## config.mk

```make
export PLATFORM = sky130hd
export DESIGN_NAME = pipe_controller
export DESIGN_NICKNAME = d
export VERILOG_FILES = /design/src/rtl/pipe_controller.sv
export SDC_FILE = /design/constraint.sdc
export NUM_CORES = 1
export LEC_CHECK = 0
export CORE_ASPECT_RATIO = 1.4
export CORE_MARGIN = 2
export CORE_UTILIZATION = 41
export CTS_CLUSTER_DIAMETER = 50
export DETAILED_ROUTE_END_ITERATION = 7
export MAX_ROUTING_LAYER = met4
export PLACE_DENSITY = 0.74
export SETUP_SLACK_MARGIN = 0.05
export SLEW_MARGIN = 10
export SYNTH_ARGS = -nofsm -noshare
export SYNTH_HDL_FRONTEND = slang
export SYNTH_SLANG_ARGS = --single-unit
```

## constraint.sdc

```tcl
create_clock -name clk -period 2.1 [get_ports clk]
set_clock_uncertainty 0.2 [all_clocks]
set_input_delay 0.315 -clock clk [delete_from_list [all_inputs] [get_ports clk]]
set_output_delay 0.315 -clock clk [all_outputs]
set_load 0.1 [all_outputs]
```

## src/rtl/pipe_controller.sv

```systemverilog
// Pipeline control registers (D->E->M->W) for a CPU datapath, with a
// multi-cycle execute sequencer, branch condition check and the architectural flags.
module pipe_controller #(
  parameter int NWP    = 2,
  parameter int ALUW   = 5,
  parameter int MULCYC = 4
) (
  input  logic            clk,
  input  logic            reset,
  input  logic            StallE,
  input  logic            FlushE,
  input  logic [NWP-1:0]  RegWriteD,
  input  logic            ALUSrcD,
  input  logic            PCSD,
  input  logic            LoadMemD,
  input  logic            MultiCycD,
  input  logic [ALUW-1:0] ALUControlD,
  input  logic [1:0]      FlagWD,
  input  logic [2:0]      BranchTypeD,
  input  logic [3:0]      ALUFlags,
  output logic            ALUSrcE,
  output logic            LoadMemE,
  output logic [ALUW-1:0] ALUControlE,
  output logic [NWP-1:0]  RegWriteE,
  output logic [NWP-1:0]  RegWriteM,
  output logic [NWP-1:0]  RegWriteW,
  output logic            LoadMemM,
  output logic            PCSrcE,
  output logic            BusyE,
  output logic [3:0]      FlagsQ
);

  typedef enum logic {IDLE, BUSY} state_t;

  typedef struct packed {
    logic            valid;
    logic [NWP-1:0]  reg_write;
    logic            alu_src;
    logic            pcs;
    logic            load_mem;
    logic            multi_cyc;
    logic [ALUW-1:0] alu_control;
    logic [1:0]      flag_w;
    logic [2:0]      branch_type;
  } e_ctrl_t;

  localparam logic [3:0] CNT_LOAD = 4'(MULCYC - 2);

  e_ctrl_t         d_ctrl, e_ctrl;
  state_t          state, state_n;
  logic [3:0]      cnt, cnt_n;
  logic            busy;
  logic            cond;
  logic            advance;
  logic [NWP-1:0]  reg_write_m, reg_write_w;
  logic            load_mem_m;
  logic [3:0]      flags_q;

  always_comb begin
    d_ctrl             = '0;
    d_ctrl.valid       = 1'b1;
    d_ctrl.reg_write   = RegWriteD;
    d_ctrl.alu_src     = ALUSrcD;
    d_ctrl.pcs         = PCSD;
    d_ctrl.load_mem    = LoadMemD;
    d_ctrl.multi_cyc   = MultiCycD;
    d_ctrl.alu_control = ALUControlD;
    d_ctrl.flag_w      = FlagWD;
    d_ctrl.branch_type = BranchTypeD;
  end

  // Multi-cycle sequencer: the IDLE cycle plus MULCYC-1 BUSY cycles give MULCYC cycles in E.
  always_comb begin
    // NOTE: every signal gets a default before the case so no path leaves it unassigned (no latch).
    state_n = state;
    cnt_n   = cnt;
    busy    = 1'b0;
    unique case (state)
      IDLE: begin
        if (e_ctrl.valid && e_ctrl.multi_cyc) begin
          busy    = 1'b1;
          cnt_n   = CNT_LOAD;
          state_n = BUSY;
        end
      end
      BUSY: begin
        if (cnt != 4'd0) begin
          busy  = 1'b1;
          cnt_n = cnt - 4'd1;
        end else if (!StallE || FlushE) begin
          // A stall on the final cycle keeps the instruction in E; re-entering IDLE would restart it.
          state_n = IDLE;
        end
      end
      default: state_n = IDLE;
    endcase
  end

  always_comb begin
    cond = 1'b0;
    unique case (e_ctrl.branch_type)
      3'b000: cond = 1'b0;
      3'b001: cond = 1'b1;
      3'b010: cond = flags_q[2];
      3'b011: cond = !flags_q[2];
      3'b100: cond = flags_q[3] ^ flags_q[0];
      3'b101: cond = !(flags_q[3] ^ flags_q[0]);
      3'b110: cond = flags_q[1];
      3'b111: cond = !flags_q[1];
      default: cond = 1'b0;
    endcase
  end

  assign advance = !StallE && !busy;

  // NOTE: sequential state uses non-blocking assignments so every register samples pre-edge values.
  always_ff @(posedge clk or posedge reset) begin
    if (reset) begin
      state       <= IDLE;
      cnt         <= 4'd0;
      e_ctrl      <= '0;
      reg_write_m <= '0;
      load_mem_m  <= 1'b0;
      reg_write_w <= '0;
      flags_q     <= 4'b0000;
    end else begin
      state <= state_n;
      cnt   <= cnt_n;

      if (busy)        e_ctrl <= e_ctrl;
      else if (FlushE) e_ctrl <= '0;
      else if (StallE) e_ctrl <= e_ctrl;
      else             e_ctrl <= d_ctrl;

      if (advance) begin
        reg_write_m <= e_ctrl.reg_write;
        load_mem_m  <= e_ctrl.load_mem;
      end else begin
        reg_write_m <= '0;
        load_mem_m  <= 1'b0;
      end
      reg_write_w <= reg_write_m;

      if (e_ctrl.valid && advance) begin
        if (e_ctrl.flag_w[1]) flags_q[3:2] <= ALUFlags[3:2];
        if (e_ctrl.flag_w[0]) flags_q[1:0] <= ALUFlags[1:0];
      end
    end
  end

  assign ALUSrcE     = e_ctrl.alu_src;
  assign LoadMemE    = e_ctrl.load_mem;
  assign ALUControlE = e_ctrl.alu_control;
  assign RegWriteE   = e_ctrl.reg_write;
  assign RegWriteM   = reg_write_m;
  assign RegWriteW   = reg_write_w;
  assign LoadMemM    = load_mem_m;
  assign BusyE       = busy;
  assign PCSrcE      = e_ctrl.valid && e_ctrl.pcs && cond && advance;
  assign FlagsQ      = flags_q;

endmodule

```

==> results.md <==
- Status: finished, violations left
- Violated checks: setup timing
- Sw Ratio: 49.4%
- Setup crit end kind: output port
- Least-Margin Pin Slew: 374 ps
- Worst skew pair latency: 290 ps
- Post-synth top area share: 53.4%
- Internal power: 1.77 mW
- Grt total ovfl: 0
- Initial antenna violation count: 0
- Net switching power: 1.73 mW
- Mapped cell area: 1450 um2
- Vias in the first global route: 1288
- Final WL: 3830 um
- GRT Resource Usage Total: 21.7%
- Overall power: 3.51 mW
- Ant. Diodes: 0
- Die area: 4050 um2
- Seq cells post-synth: 31
- Root buffer cell: clkbuf_8
- H-tree depth: 2
- Area delta synth->final: 47.2%
- Commonest non-fill, non-tap cell in the layout: buf_4
- Comb power frac: 58.2%
- Most frequent cells in the layout: buf_4 (38), dfrtp_1 (31), clkdlybuf4s50_1 (23)
- Final worst slack: -307 ps
- DP Worst Slack: -14.3 ps
- Largest fanout on the critical path: 2
- Gate Count Post-Synth: 135
- Setup TNS: -1960 ps
- Post-synth net total: 160
- Largest net degree at the start of global routing: 19
- Std-Cell Rows: 25
- Slew Viols, Final: 0
- Leak: 1.02 nW
- Total CTS buffers: 5
- Detail Placement HPWL: 2650 um
- Post-layout min period: 2410 ps
- First-pass GRT wire length: 6040 um
- TritonCTS Sinks: 31
- Antenna-violating nets left: 0
- Clk slew on worst S/H paths: 70 ps
- Slew headroom: 74.9%
- DRT Pass-1 Iters: 4
- Pwr/cell area: 1640 nW/um2
- Sequential fraction of design power: 27.1%
- Critical Path AT: 1890 ps
- Fillers: 268
- Fraction of layout cells with a size suffix above 1: 35.5%
- # Max-Cap Violations: 0
- CTS tree: done
- RSZ-0062 raised after global routing: yes
- Worst path required time: 1580 ps
- Worst Hold Class: in -> async
- Synthesis warning total: 0
- Avg Cell Area, Syn: 10.8 um2
- Maximum clock insertion buffer count: 2
- Core ar.: 3380 um2
- Final count of negative-setup-slack endpoints: 17
- Fin crit share: 115%
- FMAX: 0.415 GHz
- Die height: 74.5 um
- Power share of the clock group: 14.8%
- # port buffers: 43
- Routed WL per cell: 16.2 um
- Final GP Congestion: 0.764
- Via density: 5.32
- WHS: 155 ps
- Synth top area cells: dfrtp_1 (53%), nand2_1 (6.2%), nand3_1 (5.5%)
- Sequential cell area fraction in the yosys report: 53.4%
- Worst R2R Path Depth: 9
- Largest area contributor in the netlist: dfrtp_1
- Drt first-iter violations: 36
- Crit path kind: reg -> out
- Die span in x: 54.3 um
- VDD IR max: 0.00103 V
- I/O pin count: 44
- Final hold violation count: 0
- Initial Utilization: 43.0%
- Critical path launch point type: register
- Nets: 221
- DRC viols: 0
- Post-synth cell types: 31
- Vias: 1262
## critical path, stage by stage, from the launching register on
cell,delay (ps)
dfrtp_1,380
inv_1,70
ha_2,190
or3b_4,400
a21oi_4,150
o2111a_2,240
buf_12,170
## synth_stat cells
cell type	instances
nand3_1	16
xor2_1	1
a22oi_1	1
nand3_4	2
mux2i_1	1
and3_1	1
a211oi_4	1
o2111a_1	1
dfrtp_1	31
o21ai_1	2
buf_6	2
nand2b_1	2
ha_1	1
buf_4	8
and2_1	3
or3b_1	1
mux2_4	4
inv_1	3
clkbuf_1	2
nand2_1	24
o211ai_1	2
o21ai_0	10
a32o_1	4
and3b_1	1
nor4_1	1
nor2_1	2
nor2b_1	2
inv_2	1
nand3b_1	2
a21oi_4	1
a21oi_1	2
## layout make-up
| type | instances | area [um2] | share of cell area, % |
|---|---|---|---|
| clock buffer | 8 | 100 | 4.68 |
| inverter | 4 | 17.5 | 0.819 |
| multi-input combinational | 88 | 604 | 28.2 |
| sequential | 31 | 776 | 36.3 |
| tap | 40 | 50.0 | 2.34 |
| timing repair buffer | 66 | 592 | 27.7 |
## cell families after synthesis
logic type,share of synthesized area (%)
buf+inv,7.23
simple gates,20.7
xor+xnor,0.603
flops,53.4
compound gates,12.4
mux,4.82
fa+ha+maj,0.860
## stage by stage
| stage | instance area [um2] | utilization [%] | cells |
|---|---|---|---|
| 2_1_floorplan | 1490 | - | 135 |
| 3_3_place_gp | 1940 | 57.5 | 220 |
| 3_5_place_dp | 1940 | 57.5 | 220 |
| 4_1_cts | 2120 | 62.8 | 235 |
| 5_1_grt | 2140 | 63.3 | 237 |
| 6_report | 2140 | 63.3 | 237 |
## metal layers
layer / wire length, um / GRT usage [%] / vias to the layer above
li1: - / - / 584
met1: 1330 / 23.1 / 616
met2: 2150 / 36.4 / 48
met3: 231 / 6.63 / 14
met4: 119 / 9.17 / 0
met5: 0 / - / -
## worst paths after layout
| kind | startpoint | to | slack, ps |
|---|---|---|---|
| setup / recovery | cnt[1] | PCSrcE | -310 |
| hold / removal | reset | FlagsQ[1] | 160 |
| setup reg to reg | cnt[1] | FlagsQ[0] | -200 |
| hold reg to reg | RegWriteM[0] | RegWriteW[0] | 180 |
| max in group asynchronous | reset | ALUControlE[1] | 1320 |
| min in group clk | RegWriteM[0] | RegWriteW[0] | 180 |
## power by group through the flow
stage	clock (mW)	combinational, mW	sequential (mW)
after detailed placement	0	1.81	0.956
after floorplan	0	0.983	1.39
after CTS	0.531	1.97	0.948
after global routing	0.567	2.13	0.979
after global placement	0	1.76	0.944
final	0.518	2.04	0.949
## flip-flops by register name (all words and copies together), names as in the netlist
name / count
ALUControlE: 5
FlagsQ: 4
RegWriteM: 2
LoadMemM: 1
RegWriteW: 2
cnt: 4
e_ctrl: 8
RegWriteE: 2
state: 1
LoadMemE: 1
ALUSrcE: 1
## repair_timing
action | in CTS | in global routing
endpoints found under the setup margin | 13 | 25
resized for setup | 6 | 6
buffers inserted | 7 | 1
pin swaps | 3 | 2
hold buffers | 0 | 0
cloned | 0 | 1
Power figures use the tool's default switching activity.
